==> src/rtl/bus_reg_responder.sv <==
// Register responder on one destination-domain bus port: control, status, sticky event, mask and ID registers.
// Optional macro BUS_REG_RESPONDER_WAIT_EN adds a 1-cycle halt_o stall on each new in-window address.

package cpu_reg_package;
  localparam int unsigned address_width = 16;
  localparam int unsigned data_width    = 32;
endpackage

module bus_reg_responder
  import cpu_reg_package::*;
#(
  // Must be a multiple of 16 so the window is selected by the upper address bits alone.
  parameter logic [address_width-1:0] BASE_ADDRESS     = '0,
  parameter int unsigned              NUM_CTRL_REGS    = 4,
  parameter int unsigned              NUM_STAT_REGS    = 4,
  parameter logic [data_width-1:0]    CTRL_RESET_VALUE = '0
) (
  input  logic                                 clk_i,
  input  logic                                 reset_n_i,
  input  logic [address_width-1:0]             address_i,
  input  logic                                 we_i,
  input  logic [data_width-1:0]                data_i,
  output logic [data_width-1:0]                data_o,
  output logic                                 halt_o,
  output logic [NUM_CTRL_REGS*data_width-1:0]  ctrl_o,
  output logic [NUM_CTRL_REGS-1:0]             ctrl_wr_stb_o,
  input  logic [NUM_STAT_REGS*data_width-1:0]  stat_i,
  input  logic [data_width-1:0]                event_i,
  output logic                                 irq_o
);

  localparam logic [3:0] OFF_STICKY = 4'd12;
  localparam logic [3:0] OFF_MASK   = 4'd13;
  localparam logic [31:0] ID_RAW = {16'hB5E0, 8'(NUM_CTRL_REGS), 8'(NUM_STAT_REGS)};
  localparam logic [data_width-1:0] ID_VALUE = data_width'(ID_RAW);

  logic [data_width-1:0]    ctrl_q      [NUM_CTRL_REGS];
  logic [data_width-1:0]    stat_meta_q [NUM_STAT_REGS];
  logic [data_width-1:0]    stat_sync_q [NUM_STAT_REGS];
  logic [data_width-1:0]    ev_meta_q;
  logic [data_width-1:0]    ev_sync_q;
  logic [data_width-1:0]    ev_prev_q;
  logic [data_width-1:0]    sticky_q;
  logic [data_width-1:0]    mask_q;

  logic                     in_window_c;
  logic [3:0]               offset_c;
  logic                     wr_c;
  logic [NUM_CTRL_REGS-1:0] ctrl_wr_c;
  logic [data_width-1:0]    sticky_clr_c;
  logic [data_width-1:0]    ev_rise_c;
  logic [data_width-1:0]    rd_data_c;

  // Window decode relies on BASE_ADDRESS alignment.
  assign in_window_c  = (address_i[address_width-1:4] == BASE_ADDRESS[address_width-1:4]);
  assign offset_c     = address_i[3:0];
  assign wr_c         = we_i & in_window_c;
  assign sticky_clr_c = (wr_c && (offset_c == OFF_STICKY)) ? data_i : '0;
  assign ev_rise_c    = ev_sync_q & ~ev_prev_q;

  // Per-register write enables; unimplemented control slots never match.
  always_comb begin
    ctrl_wr_c = '0;
    for (int unsigned i = 0; i < NUM_CTRL_REGS; i++) begin
      if (wr_c && !offset_c[3] && (offset_c[2:0] == 3'(i))) begin
        ctrl_wr_c[i] = 1'b1;
      end
    end
  end

  // Read mux; anything unimplemented or outside the window reads 0.
  always_comb begin
    rd_data_c = '0;
    if (in_window_c) begin
      if (!offset_c[3]) begin
        for (int unsigned i = 0; i < NUM_CTRL_REGS; i++) begin
          if (offset_c[2:0] == 3'(i)) begin
            rd_data_c = ctrl_q[i];
          end
        end
      end else begin
        case (offset_c[2:0])
          3'd4:    rd_data_c = sticky_q;
          3'd5:    rd_data_c = mask_q;
          3'd6:    rd_data_c = ID_VALUE;
          3'd7:    rd_data_c = '0;
          default: begin
            for (int unsigned i = 0; i < NUM_STAT_REGS; i++) begin
              if (offset_c[1:0] == 2'(i)) begin
                rd_data_c = stat_sync_q[i];
              end
            end
          end
        endcase
      end
    end
  end

  // Control registers and their one-cycle write strobes.
  always_ff @(posedge clk_i or negedge reset_n_i) begin
    if (!reset_n_i) begin
      for (int unsigned i = 0; i < NUM_CTRL_REGS; i++) begin
        ctrl_q[i] <= CTRL_RESET_VALUE;
      end
      ctrl_wr_stb_o <= '0;
    end else begin
      for (int unsigned i = 0; i < NUM_CTRL_REGS; i++) begin
        if (ctrl_wr_c[i]) begin
          ctrl_q[i] <= data_i;
        end
      end
      ctrl_wr_stb_o <= ctrl_wr_c;
    end
  end

  for (genvar g = 0; g < NUM_CTRL_REGS; g++) begin : g_ctrl_out
    assign ctrl_o[g*data_width +: data_width] = ctrl_q[g];
  end

  // Status synchronisers.
  always_ff @(posedge clk_i or negedge reset_n_i) begin
    if (!reset_n_i) begin
      for (int unsigned i = 0; i < NUM_STAT_REGS; i++) begin
        stat_meta_q[i] <= '0;
        stat_sync_q[i] <= '0;
      end
    end else begin
      for (int unsigned i = 0; i < NUM_STAT_REGS; i++) begin
        stat_meta_q[i] <= stat_i[i*data_width +: data_width];
        stat_sync_q[i] <= stat_meta_q[i];
      end
    end
  end

  // Event synchroniser, edge detect, sticky (set beats clear) and mask.
  always_ff @(posedge clk_i or negedge reset_n_i) begin
    if (!reset_n_i) begin
      ev_meta_q <= '0;
      ev_sync_q <= '0;
      ev_prev_q <= '0;
      sticky_q  <= '0;
      mask_q    <= '0;
    end else begin
      ev_meta_q <= event_i;
      ev_sync_q <= ev_meta_q;
      ev_prev_q <= ev_sync_q;
      sticky_q  <= (sticky_q & ~sticky_clr_c) | ev_rise_c;
      if (wr_c && (offset_c == OFF_MASK)) begin
        mask_q <= data_i;
      end
    end
  end

  // Registered read data and interrupt.
  always_ff @(posedge clk_i or negedge reset_n_i) begin
    if (!reset_n_i) begin
      data_o <= '0;
      irq_o  <= 1'b0;
    end else begin
      data_o <= rd_data_c;
      irq_o  <= |(sticky_q & mask_q);
    end
  end

`ifdef BUS_REG_RESPONDER_WAIT_EN
  typedef enum logic {IDLE, WAIT} state_t;

  state_t                   state_q;
  state_t                   state_d;
  logic [address_width-1:0] prev_addr_q;
  logic                     primed_q;
  logic                     new_addr_c;
  logic                     halt_c;

  // primed_q is clear only in the first cycle after reset, so that cycle counts as a new address.
  assign new_addr_c = in_window_c && (!primed_q || (address_i != prev_addr_q));

  always_ff @(posedge clk_i or negedge reset_n_i) begin
    if (!reset_n_i) begin
      state_q     <= IDLE;
      prev_addr_q <= '0;
      primed_q    <= 1'b0;
    end else begin
      state_q     <= state_d;
      prev_addr_q <= address_i;
      primed_q    <= 1'b1;
    end
  end

  // A different address arriving during WAIT is stalled for its own cycle as well.
  always_comb begin
    state_d = state_q;
    halt_c  = 1'b0;
    case (state_q)
      IDLE: begin
        if (new_addr_c) begin
          state_d = WAIT;
          halt_c  = 1'b1;
        end
      end
      WAIT: begin
        state_d = IDLE;
        halt_c  = new_addr_c;
      end
      default: state_d = IDLE;
    endcase
  end

  assign halt_o = halt_c;
`else
  assign halt_o = 1'b0;
`endif

endmodule

==> config.mk <==
export PLATFORM = sky130hd
export DESIGN_NAME = bus_reg_responder
export DESIGN_NICKNAME = d
export VERILOG_FILES = /design/src/rtl/bus_reg_responder.sv
export SDC_FILE = /design/constraint.sdc
export NUM_CORES = 1
export LEC_CHECK = 0
export BUFFER_PORTS_ARGS = -buffer_cell sky130_fd_sc_hd__buf_4
export CORE_MARGIN = 1.5
export CORE_UTILIZATION = 55
export DETAILED_ROUTE_END_ITERATION = 10
export GPL_TIMING_DRIVEN = 0
export PLACE_DENSITY = 0.82
export SYNTH_ARGS = -nofsm -noshare
export SYNTH_HDL_FRONTEND = slang
export SYNTH_SLANG_ARGS = --single-unit
==> constraint.sdc <==
create_clock -name clk_i -period 1.8 [get_ports clk_i]
set_input_delay 0.27 -clock clk_i [delete_from_list [all_inputs] [get_ports clk_i]]
set_output_delay 0.27 -clock clk_i [all_outputs]
set_load 0.1 [all_outputs]
### Word-level counts from Yosys, hierarchy flattened

Cells that the tools add are included.

* bits in registers: 581
* bits in latches: 0
* bits in writable memories: 0
* memory bits (read-only): 0
* input port bits: 211
* output and inout port bits: 166
* logic and storage cells: 67
* memories: 0

* $add $sub $neg: 0
* multiply operators: 0
* divide/modulo/power cells: 0
* magnitude comparators: 0
* equal/unequal tests: 12
* shifts and indexed selects: 0
* muxes and demuxes: 16
* bitwise logic cells: 7
* reduce and logical (&&, ||, !) cells: 12

Operator list (number)
* 32-bit two-way mux: 11
* 32-bit one-hot mux with 4 select lines: 1
* 32-bit AND: 3
* 32-bit NOT: 2
* 32-bit OR: 1
* 32-bit OR reduction: 1
* 3-bit equality test (second input constant): 4
* 12-bit logical NOT: 1
* 4-bit equality test (second input constant): 2
* 1-bit logical AND: 7
* 3-bit by 2-bit equality test with 1-bit output (second input constant): 2
* 2-bit equality test (second input constant): 2
* 1-bit two-way mux: 4
* 3-bit by 1-bit equality test with 1-bit output (second input constant): 1
* 3-bit logical NOT: 1
* 2-bit by 1-bit equality test with 1-bit output (second input constant): 1
* 2-bit logical NOT: 1
* 1-bit AND: 1
* 1-bit logical NOT: 1

### Logic depth before layout (Yosys ltp)

* depth in word-level cells: 8
* mapped depth: 7
* mapped depth without buffers: 4

### Least setup slack after synthesis

Ideal clock, no wire load.

* path kind: in2reg
* start point: in address_i[6]
* end point: reg mask_q[10]
* library setup time: 0.127 ns
* data arrival time: 1.721 ns
* required time: 1.673 ns
* setup slack: -0.048 ns
* cell stages on the path: 7
* path buffers: 3
* path through: nor4_4 -> and3_1 -> buf_4 -> and4_1 -> buf_4 -> buf_6 -> mux2_1

* cells in the longest elaborated chain, start to end: 3

RTL lines
* start: declaration: RTL line 20 `input logic [address_width-1:0] address_i,`
* 12-bit logical NOT: RTL line 55 `assign in_window_c = (address_i[address_width-1:4] == BASE_ADDRESS[address_width-1:4]);`
* 1-bit AND: RTL line 57 `assign wr_c = we_i & in_window_c;`
* 1-bit logical AND: RTL line 148 `if (wr_c && (offset_c == OFF_MASK)) begin`
* end signal: assignment: RTL line 149 `mask_q <= data_i;`
* end: declaration: RTL line 44 `logic [data_width-1:0] mask_q;`

Every way passes these cells.
A chain may end at the register's enable or synchronous reset.

### Worst setup path after layout

* start point: in address_i[0]
* end point: reg data_o[26]

* cells in the longest elaborated chain, start to end: 8
* elaborated cells between the ends (all ways): 23
* those cells by class: eq/ne: 10; mux: 11; reduce/logical: 2

RTL lines
* 2-bit logical NOT: RTL line 89 `if (offset_c[1:0] == 2'(i)) begin`
* 32-bit two-way mux (4 in a row): RTL line 89
* 32-bit one-hot mux with 4 select lines: RTL line 82 `case (offset_c[2:0])`
* 32-bit two-way mux (*): RTL line 75 `if (!offset_c[3]) begin`
* 32-bit two-way mux (*): RTL line 74 `if (in_window_c) begin`
* via rd_data_c[26]: RTL line 52 `logic [data_width-1:0] rd_data_c;`
* end signal: assignment: RTL line 160 `data_o <= rd_data_c;`
* end: declaration: RTL line 23 `output logic [data_width-1:0] data_o,`

The timed path passes the listed nets; every way through them passes the cells marked *.

==> flow_metrics.tcl <==
set metrics [dict create \
    internal_power_w 0.0216 \
    total_leakage_power_nw 13.6 \
    synth-async-reset-ratio_pct 100 \
    vias 14300 \
    hold_class "input port to asynchronous set/reset pin" \
    mappedNetlistArea_sq_um 20200 \
    floorplan.die_area_sq_um 37900 \
    worst_skew_pair.late_latency_ns 0.63 \
    finalNetCount 2201 \
    tritoncts.num_buffers 55 \
    rsz_0062_raised_after_global_routing "no" \
    netlist_top_cells_area "sky130_fd_sc_hd__dfrtp_1, sky130_fd_sc_hd__mux2_2, sky130_fd_sc_hd__mux2i_1" \
    synthesis.nets 1557 \
    cp_max_fo 10 \
    firstDrtPassIters 7 \
    worst-setup-path-type "input port to flip-flop" \
    finalMaxSlewViolations 0 \
    reg2reg_setup_slack_ns 0.23 \
    synthesis.instances 1346 \
    layout.area.seq_sq_um 14500 \
    worstSetupEndpointType "flip-flop" \
    floorplan.die.height_um 195 \
    worst_setup_path_start_kind "input port" \
    worst_pin_slew_ns 0.853 \
    sequential_power_share_pct 48.6 \
    global_route.usage.total_pct 34.5 \
    power.net_switching_w 0.00639 \
    outcome "finished with violations" \
    critical_path_max_stage_delay_ns 0.59 \
    crit_path_start "address_i[0]" \
    synthDistinctLibCells 45 \
    start_util_pct 55.5 \
    place_congestion 0.898 \
    drc_errors 0 \
    synth_most_common_cell "sky130_fd_sc_hd__dfrtp_1" \
    synth_seq_cells 581 \
    numClockSinks 581 \
    p_total_w 0.0280 \
    critical_path.most_common_cell "sky130_fd_sc_hd__buf_4" \
    fin_crit_ns 1.75 \
    drive_gt1_share_pct 32.3 \
    maximum_number_of_pins_on_one_net_before_global_route_repair 121 \
    slew-limit-headroom_pct 43.1 \
    dp.final_hpwl_um 40400 \
    globalRoute.totalOverflow 0 \
    crit_required_ns 2.29 \
    clk_pin_slew_worst_paths_ns 0.07 \
    tritoncts "built" \
    yosys_most_used_dff "sky130_fd_sc_hd__dfrtp_1" \
    post_drt_wl_per_cell_um 25.8 \
    synth_enable_flop_cells 0 \
    r2r_end "irq_o" \
    fp-row-count 70 \
    share_comb_of_total_power_pct 6.7 \
    failed_checks "negative hold slack" \
    worst-path-buf-inv 4 \
    fin_skew_ns 0.0292 \
    cap_viol_max_count 0 \
    grt_pass1_wl_um 96200 \
    holdWs_ns -0.466 \
    multiInputGateArea_sq_um 5250 \
    clockBufferDepth 3 \
    worst_r2r_startpoint "sticky_q[2]" \
    clock_tree.htree_level_count 2 \
    synth_top_cell_by_area "sky130_fd_sc_hd__dfrtp_1" \
    synthDominantCellAreaShare_pct 71.9 \
    io_buffer_count 375 \
    timing.critical_path.depth 8 \
    timing.setup.tns_ns 0 \
    ys_seq_area_share_pct 71.9 \
    fmax_mhz 570 \
    critPathTopFamily "buffers and inverters" \
    detail_route.wirelength_um 64900 \
    ir_worst_vdd_uv 838 \
    ctsRootBufferMaster "sky130_fd_sc_hd__clkbuf_16" \
    first_global_vias 15600 \
    ys.warnings.count 0 \
    fp.coreArea_sq_um 36400 \
    antenna_found_initial 6 \
    final-setup-viol-count 0 \
    slowest_stage_cell_crit_path "sky130_fd_sc_hd__a221oi_1" \
    via_density_per_instance 5.71 \
    drtAntennaViolNets 0 \
    dr.first_iter.drc_count 932 \
    reg2regPathDepth 3 \
    syn2layout_area_growth_pct 38.2 \
    fill_cells 2088 \
    netlist_top_cells_count "sky130_fd_sc_hd__dfrtp_1, sky130_fd_sc_hd__o21ai_0, sky130_fd_sc_hd__mux2_2, sky130_fd_sc_hd__mux2i_1, sky130_fd_sc_hd__mux2_1" \
    power_density_nw_per_um2 1000 \
    crit_path_cell_trace "buf_4, buf_2, buf_4, buf_1, nand3_1, o21ai_0, a221oi_1, nor3_1" \
    finalCritPeriodShare_pct 97.4 \
    design.portCount 377 \
    floorplan.die.width_um 195 \
    switching_share_pct 22.8 \
    syn-mean-instance-area_sq_um 15.0 \
    count_of_endpoints_failing_hold_in_the_final_timing_report 96 \
    final_core_utilization_pct 76.8 \
    worst_ep_arrival_time_ns 2.24 \
    power.share.clock_pct 44.7 \
]
-- flip-flops by register name, summed over array words and instances, names as in the netlist --
signal	flops
sticky_q	32
mask_q	32
stat_sync_q	128
stat_meta_q	128
irq_o	1
ev_sync_q	32
data_o	32
ctrl_wr_stb_o	4
ctrl_o	128
ev_prev_q	32
ev_meta_q	32
-- area by class of cell --
class / instances / share of cell area [%]
clock buffer: 68 / 5.42
buffer: 75 / 1.36
tap: 468 / 2.09
timing repair buffer: 588 / 18.2
sequential: 581 / 52.0
inverter: 37 / 0.497
antenna: 6 / 0.0537
multi-input combinational: 652 / 18.8
clock inverter: 34 / 1.65
-- power by group through the flow --
stage | Sequential, W | Clock [W] | Combinational (W)
2_1_floorplan | 0.0138 | 0 | 0.000430
3_3_place_gp | 0.0138 | 0 | 0.00135
3_5_place_dp | 0.0138 | 0 | 0.00142
4_1_cts | 0.0136 | 0.0125 | 0.00180
5_1_grt | 0.0136 | 0.0132 | 0.00200
6_report | 0.0136 | 0.0125 | 0.00188
-- kinds of logic after synthesis --
logic type      count (synthesis)  share of synthesized area (%)
simple gates                  131                           3.38
buf+inv                       113                           2.47
other cells                     1                         0.0185
mux                           276                           14.8
flops                         581                           71.9
compound gates                244                           7.51
-- placed cells by master, fill, tap and decap left out, drive strengths merged, types with 6 or more instances in the layout --
cell type    netlist  routed
diode              0       6
nand3             24      24
a2bb2oi            6       6
nand2             35      35
a21oi             14      14
mux2i            114     114
a22oi             18      18
a221oi            24      24
clkinv             0      15
o221ai            10      10
buf               37     424
o21ai            132     132
mux2             160     160
nor3              10      10
clkinvlp           0       9
dfrtp            581     581
nor2              32      32
o211a              6       6
o2bb2ai            8       8
o22ai             22      22
dlygate4sd3        0     196
bufinv             0       9
clkbuf            39     110
nand4              7       7
inv               37      38
-- routing by layer --
metal | up-vias | GRT usage (%) | part of all wire, %
met5 | - | 0 | 0
met4 | 0 | 18.1 | 6.0
met3 | 231 | 9.04 | 8.4
met2 | 768 | 56.8 | 48
met1 | 7286 | 42.3 | 37
li1 | 6052 | - | -
-- worst max-delay path by stage --
stage / end / slack, ns
final: data_o[26] / 0.05
after global routing: data_o[29] / 0.05
after CTS: data_o[24] / 0.04
after detailed placement: ctrl_o[3] / -0.93
after global placement: stat_meta_q[16] / -5.32
after floorplan: mask_q[10] / -0.03
-- through the flow --
step / std cells / worst slack [ns] / instance area (sq um)
after global placement: 2189 / -5.32 / 23600
final: 2509 / 0.0465 / 28000
after global routing: 2509 / 0.0460 / 28000
after CTS: 2493 / 0.0425 / 27800
after detailed placement: 2194 / -0.930 / 23800
after floorplan: 1346 / -0.0287 / 20200
-- timing repair --
| item | CTS | global route |
|---|---|---|
| setup buffers | 2 | 6 |
| gates cloned | 1 | 1 |
| hold buffers | 195 | 3 |
| gates resized for setup | 10 | 13 |
| endpoints found under the hold margin | 401 | 72 |
| pin swaps | 1 | 4 |
| endpoints found under the setup margin | 201 | 202 |
(Power assumes the default switching activity.)
